### src/rtl/flash_arb_pkg.sv
// Shared types and constants for the two-port SPI flash read arbiter.
package flash_arb_pkg;

    // Transaction state of the shared flash-side port.
    typedef enum logic [1:0] {
        ST_IDLE  = 2'd0,
        ST_ISSUE = 2'd1,
        ST_WAIT  = 2'd2
    } arb_state_t;

    // Grant encoding: the grant value is the port index.
    localparam logic GNT_M0 = 1'b0;
    localparam logic GNT_M1 = 1'b1;

    // Default widths: 22-bit longword address covers a 24-bit byte space.
    localparam int DEF_AW = 22;
    localparam int DEF_DW = 32;

endpackage

### src/rtl/arb2_pick.sv
// Two-way winner select: fixed priority (port 0) or round-robin against last grant.
module arb2_pick
    import flash_arb_pkg::*;
#(
    parameter int RR_EN = 0
) (
    input  logic i_req0,
    input  logic i_req1,
    input  logic i_last_grant,
    output logic o_any,
    output logic o_winner
);

    // Winner is only meaningful while o_any is high.
    always_comb begin
        o_any    = i_req0 | i_req1;
        o_winner = GNT_M0;
        if ((RR_EN != 0) && i_req0 && i_req1)
            o_winner = ~i_last_grant;
        else if (!i_req0 && i_req1)
            o_winner = GNT_M1;
    end

endmodule

### src/rtl/flash_port_arbiter.sv
// Shares the single-beat Wishbone read port of the SPI flash reader between
// two requesters, with requester-withdrawal abort and a bus timeout.
module flash_port_arbiter
    import flash_arb_pkg::*;
#(
    parameter int AW      = DEF_AW,
    parameter int DW      = DEF_DW,
    parameter int RR_EN   = 0,
    parameter int TIMEOUT = 255
) (
    input  logic          clk,
    input  logic          rst,
    // port 0
    input  logic          m0_cyc,
    input  logic          m0_stb,
    input  logic [AW-1:0] m0_addr,
    input  logic [3:0]    m0_sel,
    output logic          m0_stall,
    output logic          m0_ack,
    output logic          m0_err,
    // port 1
    input  logic          m1_cyc,
    input  logic          m1_stb,
    input  logic [AW-1:0] m1_addr,
    input  logic [3:0]    m1_sel,
    output logic          m1_stall,
    output logic          m1_ack,
    output logic          m1_err,
    // shared read data
    output logic [DW-1:0] m_data,
    // flash side
    output logic          s_cyc,
    output logic          s_stb,
    output logic [AW-1:0] s_addr,
    output logic [3:0]    s_sel,
    input  logic          s_stall,
    input  logic          s_ack,
    input  logic [DW-1:0] s_data
);

    localparam logic [15:0] TO_CNT = 16'(TIMEOUT);

    arb_state_t  r_state;
    logic        r_grant;
    logic        r_last_grant;
    logic [15:0] r_cnt;

    logic w_any;
    logic w_winner;
    logic w_gnt_cyc;
    logic w_accept;

    arb2_pick #(.RR_EN(RR_EN)) u_pick (
        .i_req0       (m0_cyc & m0_stb),
        .i_req1       (m1_cyc & m1_stb),
        .i_last_grant (r_last_grant),
        .o_any        (w_any),
        .o_winner     (w_winner)
    );

    // Granted requester still holding its cycle; dropping it aborts the read.
    assign w_gnt_cyc = (r_grant == GNT_M1) ? m1_cyc : m0_cyc;

    // Stall is released only for the winner in the accepting IDLE cycle;
    // the rst term keeps both stalled while reset is asserted.
    assign w_accept = rst && (r_state == ST_IDLE) && w_any;
    assign m0_stall = !(w_accept && (w_winner == GNT_M0));
    assign m1_stall = !(w_accept && (w_winner == GNT_M1));

    // Transaction FSM with registered flash-side and requester outputs.
    always_ff @(posedge clk or negedge rst) begin
        if (!rst) begin
            r_state      <= ST_IDLE;
            r_grant      <= GNT_M0;
            r_last_grant <= GNT_M1;
            r_cnt        <= '0;
            s_cyc        <= 1'b0;
            s_stb        <= 1'b0;
            s_addr       <= '0;
            s_sel        <= '0;
            m_data       <= '0;
            m0_ack       <= 1'b0;
            m1_ack       <= 1'b0;
            m0_err       <= 1'b0;
            m1_err       <= 1'b0;
        end else begin
            m0_ack <= 1'b0;
            m1_ack <= 1'b0;
            m0_err <= 1'b0;
            m1_err <= 1'b0;
            case (r_state)
                ST_IDLE: begin
                    // s_cyc is held low for this cycle so the reader ends
                    // its SPI transaction before the next one starts.
                    s_cyc <= 1'b0;
                    s_stb <= 1'b0;
                    if (w_any) begin
                        s_addr  <= (w_winner == GNT_M1) ? m1_addr : m0_addr;
                        s_sel   <= (w_winner == GNT_M1) ? m1_sel  : m0_sel;
                        r_grant <= w_winner;
                        s_cyc   <= 1'b1;
                        s_stb   <= 1'b1;
                        r_cnt   <= '0;
                        r_state <= ST_ISSUE;
                    end
                end
                ST_ISSUE, ST_WAIT: begin
                    r_cnt <= r_cnt + 16'd1;
                    if (!w_gnt_cyc) begin
                        // Withdrawal: silent abort, any coincident ack is dropped.
                        s_cyc        <= 1'b0;
                        s_stb        <= 1'b0;
                        r_last_grant <= r_grant;
                        r_state      <= ST_IDLE;
                    end else if ((r_state == ST_WAIT) && s_ack) begin
                        // Ack beats a coincident timeout expiry.
                        m_data       <= s_data;
                        m0_ack       <= (r_grant == GNT_M0);
                        m1_ack       <= (r_grant == GNT_M1);
                        s_cyc        <= 1'b0;
                        r_last_grant <= r_grant;
                        r_state      <= ST_IDLE;
                    end else if (r_cnt == TO_CNT) begin
                        s_cyc        <= 1'b0;
                        s_stb        <= 1'b0;
                        m0_err       <= (r_grant == GNT_M0);
                        m1_err       <= (r_grant == GNT_M1);
                        r_last_grant <= r_grant;
                        r_state      <= ST_IDLE;
                    end else if ((r_state == ST_ISSUE) && !s_stall) begin
                        s_stb   <= 1'b0;
                        r_state <= ST_WAIT;
                    end
                end
                default: r_state <= ST_IDLE;
            endcase
        end
    end

endmodule

### config.mk
export PLATFORM = sky130hd
export DESIGN_NAME = flash_port_arbiter
export DESIGN_NICKNAME = d
export VERILOG_FILES = /design/src/rtl/flash_arb_pkg.sv /design/src/rtl/arb2_pick.sv /design/src/rtl/flash_port_arbiter.sv
export SDC_FILE = /design/constraint.sdc
export NUM_CORES = 1
export LEC_CHECK = 0
export ABC_AREA = 1
export BUFFER_PORTS_ARGS = -buffer_cell sky130_fd_sc_hd__buf_2
export CELL_PAD_IN_SITES_DETAIL_PLACEMENT = 0
export CELL_PAD_IN_SITES_GLOBAL_PLACEMENT = 2
export CORE_MARGIN = 1
export CORE_UTILIZATION = 29
export DETAILED_ROUTE_END_ITERATION = 8
export PLACE_DENSITY = 0.9
export RECOVER_POWER = 25
export SYNTH_ARGS = -nofsm -noshare
export SYNTH_HDL_FRONTEND = slang
export SYNTH_SLANG_ARGS = --single-unit
### constraint.sdc
create_clock -name clk -period 4 [get_ports clk]
set_input_delay 0.2 -clock clk [delete_from_list [all_inputs] [get_ports clk]]
set_output_delay 0.2 -clock clk [all_outputs]
set_load 0.02 [all_outputs]
==> run metrics, run 1 <==
outcome=finished clean; Top FF cell, synth=dfrtp_1; Synth cell types=31; critical path peak fanout=54; Final period util=59.1%; Core Box Area=13300 µm²; final RePlAce weighted congestion=0.772; Synth Area in XOR/XNOR=0.440%; placed instance count=792; Setup TNS=0 ps; PortBufs=157; P&R area growth vs syn=28.5%; share of the synthesized area in the top cell type=52.1%; first-pass GRT wire length=17100 µm; CTS tree=built; Total Wirelength=10100 µm; maximum vdd drop=336 µV; GRT Total Usage=15.2%; non-filler cells, final=808; Hold EP=m_data[4]$_DFFE_PN0P_; Worst Setup Path Type=flop to output port; largest family of logic cells by synthesized area=simple AND/OR/NAND/NOR gates; CP Data Required Time=3800 ps; Seq/Total Area, Yosys=52.1%; largest cells by area after synthesis=dfrtp_1 (52%), nand2_1 (13%), nor2_1 (5.1%); Post-CTS Resized=0; post-synthesis simple-gate area fraction=25.9%; worst-case clock buffer depth=2; Slew @ Worst Pin=893 ps; Tmin final=2370 ps; Starting Density=30.0%; H-tree levels=3; post-synthesis async set-or-reset flop share=100%; Reg clk slew, reported paths=60 ps; Iteration-0 DRC Markers=142; DP Worst Slack=1660 ps; clock latency on the worst-skew pair=340 ps; Slew headroom=40.4%; Setup violations, final=0; largest net degree at the start of global routing=71; syn_area_per_cell=8.35 µm²; post-route DRC violation count=0; drt first pass iters=4; ratio of cells with drive above 1 in the final layout=24.1%; number of global-route vias before repair=3579; most frequent cell after synthesis=nand2_1; Ys Warns=0; Cells after Synth=477; Setup crit end kind=output port; unrepaired setup endpoints after global routing=false; Yosys reg bits=83; Die Span X=119 µm; final hold violations=0; Yosys top cell by area=dfrtp_1; Worst Setup Slack, final=1630 ps; via count=3589; Hold WS=91.2 ps; clock skew=7.80 ps; Max Cap Viol=0; Power Density=702 nW/µm²; max-slew violation count=0; DR vias/cell=4.44; nets=726; post-synthesis compound-gate area fraction=10.4%; Worst R2R Path Depth=5; row count=42; R2R Setup Slk=1680 ps; Overall Power=3.59 mW; fmax=0.423 GHz; LEAKAGE=2.62 nW; Root Buffer=clkbuf_16; die extent in y=119 µm; number of CTS-inserted buffers=9; io pins=158; HPWL after DPL=7310 µm; ant diodes=0; Setup crit start=r_state[0]$_DFFE_PN0P_; RR Endpoint=m_data[9]$_DFFE_PN0P_; EDFF count, synth=0; Post-synth top cells=nand2_1 (141), dfrtp_1 (83), nor2_1 (54); Mapped Nets=575; post-detailed-route count of antenna-violating nets=0; Post-Synth Adder-Cell Area=1.88%; initial antenna violation count=0; GRT Residual Overflow=0; mux share of post-synthesis cell area=0%; die footprint=14200 µm²; Mapped Area=3980 µm²; WHS Path Cells=3; reg2reg start=r_state[0]$_DFFE_PN0P_; CP arrival=2170 ps; Hold Crit Class=input port to flop; wire length per cell=12.5 µm; CTS Sinks=83; Critical Path Start Type=flop; HP Start=s_data[4]
cell type report:
cell class | count | area [µm²]
timing repair buffer | 160 | 753
clock buffer | 11 | 253
tap | 176 | 220
fill | 1394 | 8180
inverter | 56 | 210
multi-input combinational | 318 | 1550
clock inverter | 4 | 58.8
sequential | 83 | 2080
where the power goes:
group	internal, mW	switching (mW)	total (mW)
Clock	0.521	0.349	0.870
Combinational	0.427	0.964	1.39
Sequential	1.15	0.183	1.33
logic make-up (layout without fill, tap and decap cells):
family / Yosys count / in the layout
compound gates: 72 / 72
buf+inv: 76 / 231
flops: 83 / 83
simple gates: 238 / 238
xor+xnor: 2 / 2
fa+ha+maj: 6 / 6
critical path, cell delays in order, from the launching register on:
cell     delay [ps]
dfrtp_1         420
inv_1           120
ha_1            270
inv_1           130
nor2_8          550
nand3_1         130
buf_2           200
metal layers:
layer  up-vias  share of wire [%]  track usage [%]
met2       115                 45             23.2
li1       1814                  -                -
met1      1644                 44             18.7
met5         -                  0                0
met4         0                2.0             7.52
met3        16                8.5             5.84
worst max-delay path by stage:
stage	to	slack (ps)	depth (start not counted)
after floorplan	m0_stall	2460	6
after global placement	s_stb$_DFFE_PN0P_	1740	6
after detailed placement	m_data[9]$_DFFE_PN0P_	1660	5
after CTS	m0_stall	1600	6
after global routing	m_data[27]$_DFFE_PN0P_	1440	4
final	m0_stall	1630	6
cells in the final DEF (no fill, tap or decap), types with 2 or more instances in the layout:
master,count
nor3_1,4
clkinv_4,2
o21ai_0,5
o21ai_2,4
nor2_2,4
nand4_1,5
a21oi_1,7
inv_1,52
nor2_4,2
nand3_2,2
buf_2,111
ha_1,6
clkbuf_16,9
nor2_1,54
a31oi_1,26
o21ai_1,28
buf_4,2
clkbuf_8,2
nand3_1,17
nand2_1,141
inv_2,4
dfrtp_1,83
clkbuf_1,46
nand2_2,3
nor2_8,2
sequential cells by signal, summed over array words and instances, names as in the netlist, 2 cells and up:
name / flops
m_data: 32
r_cnt: 16
r_state: 2
s_addr: 22
s_sel: 4
timing repair:
action | CTS | global route
hold buffers | 1 | 0
endpoints found under the hold margin | 13 | 0
buffers inserted | 0 | 0
metrics by stage:
step | util [%] | instance area (µm²)
after floorplan | - | 3980
after global placement | 36.5 | 4860
after detailed placement | 36.5 | 4860
after CTS | 39.0 | 5180
after global routing | 38.5 | 5120
final | 38.5 | 5120
(Power assumes the default switching activity.)
==> run 2: changes to the inputs <==
ABC_AREA = 0   (was 1)
CORE_UTILIZATION = 26   (was 29)
PLACE_DENSITY = 0.81   (was 0.9)
clock period = 2.1 ns   (was 4 ns; I/O delays follow)
==> run metrics, run 2 <==
non-filler cells, final=724 (-10%); Worst Setup Slack, final=147 ps (-1490 ps); Synth Area in XOR/XNOR=0% (-0.44 points); Reg area=2080 µm² (unchanged); filler instances=1421 (+1.9%); Cells after Synth=345 (-28%); DP Worst Slack=163 ps (-1500 ps); Critical Path Start Type=flop; Largest Register=m_data; unrepaired setup endpoints after global routing=false; die extent in y=123 µm (+3.4%); post-detailed-route count of antenna-violating nets=0 (unchanged); DR vias/cell=4.63 (+4.3%); Die Span X=123 µm (+3.4%); Mapped Area=3830 µm² (-4.0%); sw power=2.71 mW (+81%); Worst Setup Path Type=flop to flop; clock latency on the worst-skew pair=340 ps (about the same); syn_area_per_cell=11.1 µm² (+33%); Root Buffer=clkbuf_16; worst-case clock buffer depth=2 (unchanged); sequential power share=36.3% (-0.7 points); area of the multi-input gates=1660 µm² (+7.2%); RR Endpoint=r_state[0]$_DFFE_PN0P_; CTS tree=built; number of CTS-inserted buffers=9 (unchanged); largest family of logic cells by synthesized area=multiplexers; Mapped Nets=443 (-23%); Yosys reg bits=83 (unchanged); Setup crit start=r_cnt[9]$_DFFE_PN0P_; number of global-route vias before repair=3343 (-6.6%); CP Data Required Time=2320 ps (-1480 ps); HPWL after DPL=7360 µm (+0.62%); Tmin final=1950 ps; EDFF count, synth=0 (unchanged); Setup crit end kind=flop; GRT Total Usage=14.2% (-1.0 points); Hold Crit Class=input port to flop; commonest non-fill, non-tap cells in the layout=buf_2 (156), dfrtp_1 (83), mux2_2 (32), dlygate4sd3_1 (32); CTS Sinks=83 (unchanged); H-tree levels=3 (unchanged); Core Box Area=14100 µm² (+6.0%); crit path capture=r_state[0]$_DFFE_PN0P_; R2R Setup Slk=150 ps (-1530 ps); Reg clk slew, reported paths=60 ps (about the same); placed instance count=676 (-15%); Worst R2R Path Depth=4 (-1); Post-synth top cells=dfrtp_1 (83), mux2_2 (32), nor2_1 (31); post-synthesis async set-or-reset flop share=100% (unchanged); combinational power share=41.6% (+2.9 points); first-pass GRT wire length=16400 µm (-4.1%); max-slew violation count=0 (unchanged); Yosys top cell by area=dfrtp_1; Total Wirelength=10500 µm (+4.2%); Post-Synth Adder-Cell Area=1.96% (+0.078 points); post-route DRC violation count=0 (unchanged); maximum vdd drop=582 µV (+73%); final hold violations=0 (unchanged); via count=3355 (-6.5%); Slew @ Worst Pin=905 ps (+11.4 ps); Ys Warns=0 (unchanged); most frequent cell after synthesis=dfrtp_1; outcome=finished clean; Power Density=1220 nW/µm² (+74%); largest net degree at the start of global routing=67 (-5.6%); PortBufs=157 (unchanged); Setup violations, final=0 (unchanged); GRT Residual Overflow=0 (unchanged); largest registers=m_data: 32 flops, s_addr: 22 flops, r_cnt: 16 flops; die footprint=15200 µm² (+7.0%); row count=43 (+2.4%); io pins=158 (unchanged); nets=637 (-12%); drt first pass iters=6 (+2); post-synthesis simple-gate area fraction=13.9% (-12 points); Starting Density=27.1% (-2.8 points); Setup TNS=0 ps (unchanged); final RePlAce weighted congestion=0.759 (-1.7%); Slew headroom=39.7% (-0.76 points); Sw Ratio=40.1% (-1.5 points); Largest register FFs=32 (unchanged); Final period util=93.0%; largest cells by area after synthesis=dfrtp_1 (54%), mux2_2 (9.4%), mux2i_1 (7.3%); fmax=0.512 GHz; P_int=4.05 mW (+93%); Iteration-0 DRC Markers=187 (+32%); Max Cap Viol=0 (unchanged); mux share of post-synthesis cell area=17.1% (+17 points); critical path peak fanout=6 (-89%); reg2reg start=r_cnt[9]$_DFFE_PN0P_; clock skew=7.71 ps (-0.0981 ps); CP arrival=2180 ps (about the same); initial antenna violation count=0 (unchanged); Synth cell types=39 (+26%); post-synthesis compound-gate area fraction=9.81% (-0.59 points); ant diodes=0 (unchanged); P&R area growth vs syn=44.2%; LEAKAGE=2.70 nW (+3.1%); Seq/Total Area, Yosys=54.3% (+2.1 points); Top FF cell, synth=dfrtp_1; most common cell after layout, fill and taps aside=buf_2; wire length per cell=14.6 µm (+16%); clock power share=22.2% (-2.0 points); ratio of cells with drive above 1 in the final layout=42.1% (+18 points); share of the synthesized area in the top cell type=54.3% (+2.1 points)
==> run 2: timing repair <==
action / in CTS / in global routing
endpoints found under the hold margin: 48 / 0
resized for setup: 0 / 0
setup buffers: 0 / 0
hold buffers: 32 / 0
==> run 2: how the worst min path moves through the flow <==
stage / from / slack, ps / cells after the start / end
final: s_data[15] / 10 / 2 / m_data[15]$_DFFE_PN0P_
after detailed placement: rst / 20 / 1 / m1_ack$_DFF_PN0_
after global routing: s_data[15] / 10 / 2 / m_data[15]$_DFFE_PN0P_
after CTS: s_data[15] / 1 / 2 / m_data[15]$_DFFE_PN0P_
after global placement: rst / 10 / 1 / m0_ack$_DFF_PN0_
after floorplan: rst / -190 / 0 / m0_ack$_DFF_PN0_
==> run 2: area by class of cell <==
| cell class | count | share of cell area [%] |
|---|---|---|
| clock inverter | 7 | 0.929 |
| multi-input combinational | 235 | 30.1 |
| sequential | 83 | 37.6 |
| timing repair buffer | 204 | 22.8 |
| clock buffer | 9 | 4.08 |
| inverter | 6 | 0.408 |
| tap | 180 | 4.08 |
==> run 2: power by group through the flow <==
| stage | Sequential [mW] | Combinational [mW] | Clock, mW |
|---|---|---|---|
| finish | 2.45 | 2.81 | 1.50 |
| detailed placement | 2.46 | 2.80 | 0 |
| global route | 2.53 | 3.07 | 1.61 |
| global placement | 2.44 | 2.76 | 0 |
| floorplan | 3.05 | 1.14 | 0 |
| CTS | 2.45 | 2.84 | 1.55 |
==> run 2: cell families after synthesis <==
| family | after synthesis |
|---|---|
| and+or+nand+nor | 108 |
| adders and majority gates | 6 |
| AOI/OAI and AO/OA | 60 |
| buffers and inverters | 27 |
| muxes | 61 |
| DFF | 83 |
==> run 2: per-stage QoR <==
stage	util, %	cell area, µm²	hold WS [ps]	power, mW
2_1_floorplan	-	3830	-191	4.19
3_3_place_gp	35.0	4930	10.4	5.19
3_5_place_dp	35.0	4930	19.3	5.26
4_1_cts	39.2	5530	1.19	6.84
5_1_grt	39.2	5520	12.3	7.21
6_report	39.2	5520	14.9	6.76
==> run 2: metal layers <==
layer	up-vias	part of all wire [%]	track usage [%]
met5	-	0	0
met3	9	6.7	4.80
met4	0	1.3	5.05
li1	1620	-	-
met2	130	50	23.7
met1	1596	42	17.0
==> run 2: worst max-delay path, cell delays in order, from the launching register on <==
cell     delay (ps)
dfrtp_1         440
or4_4           550
nor4_4          390
o31ai_2         160
mux2_4          310
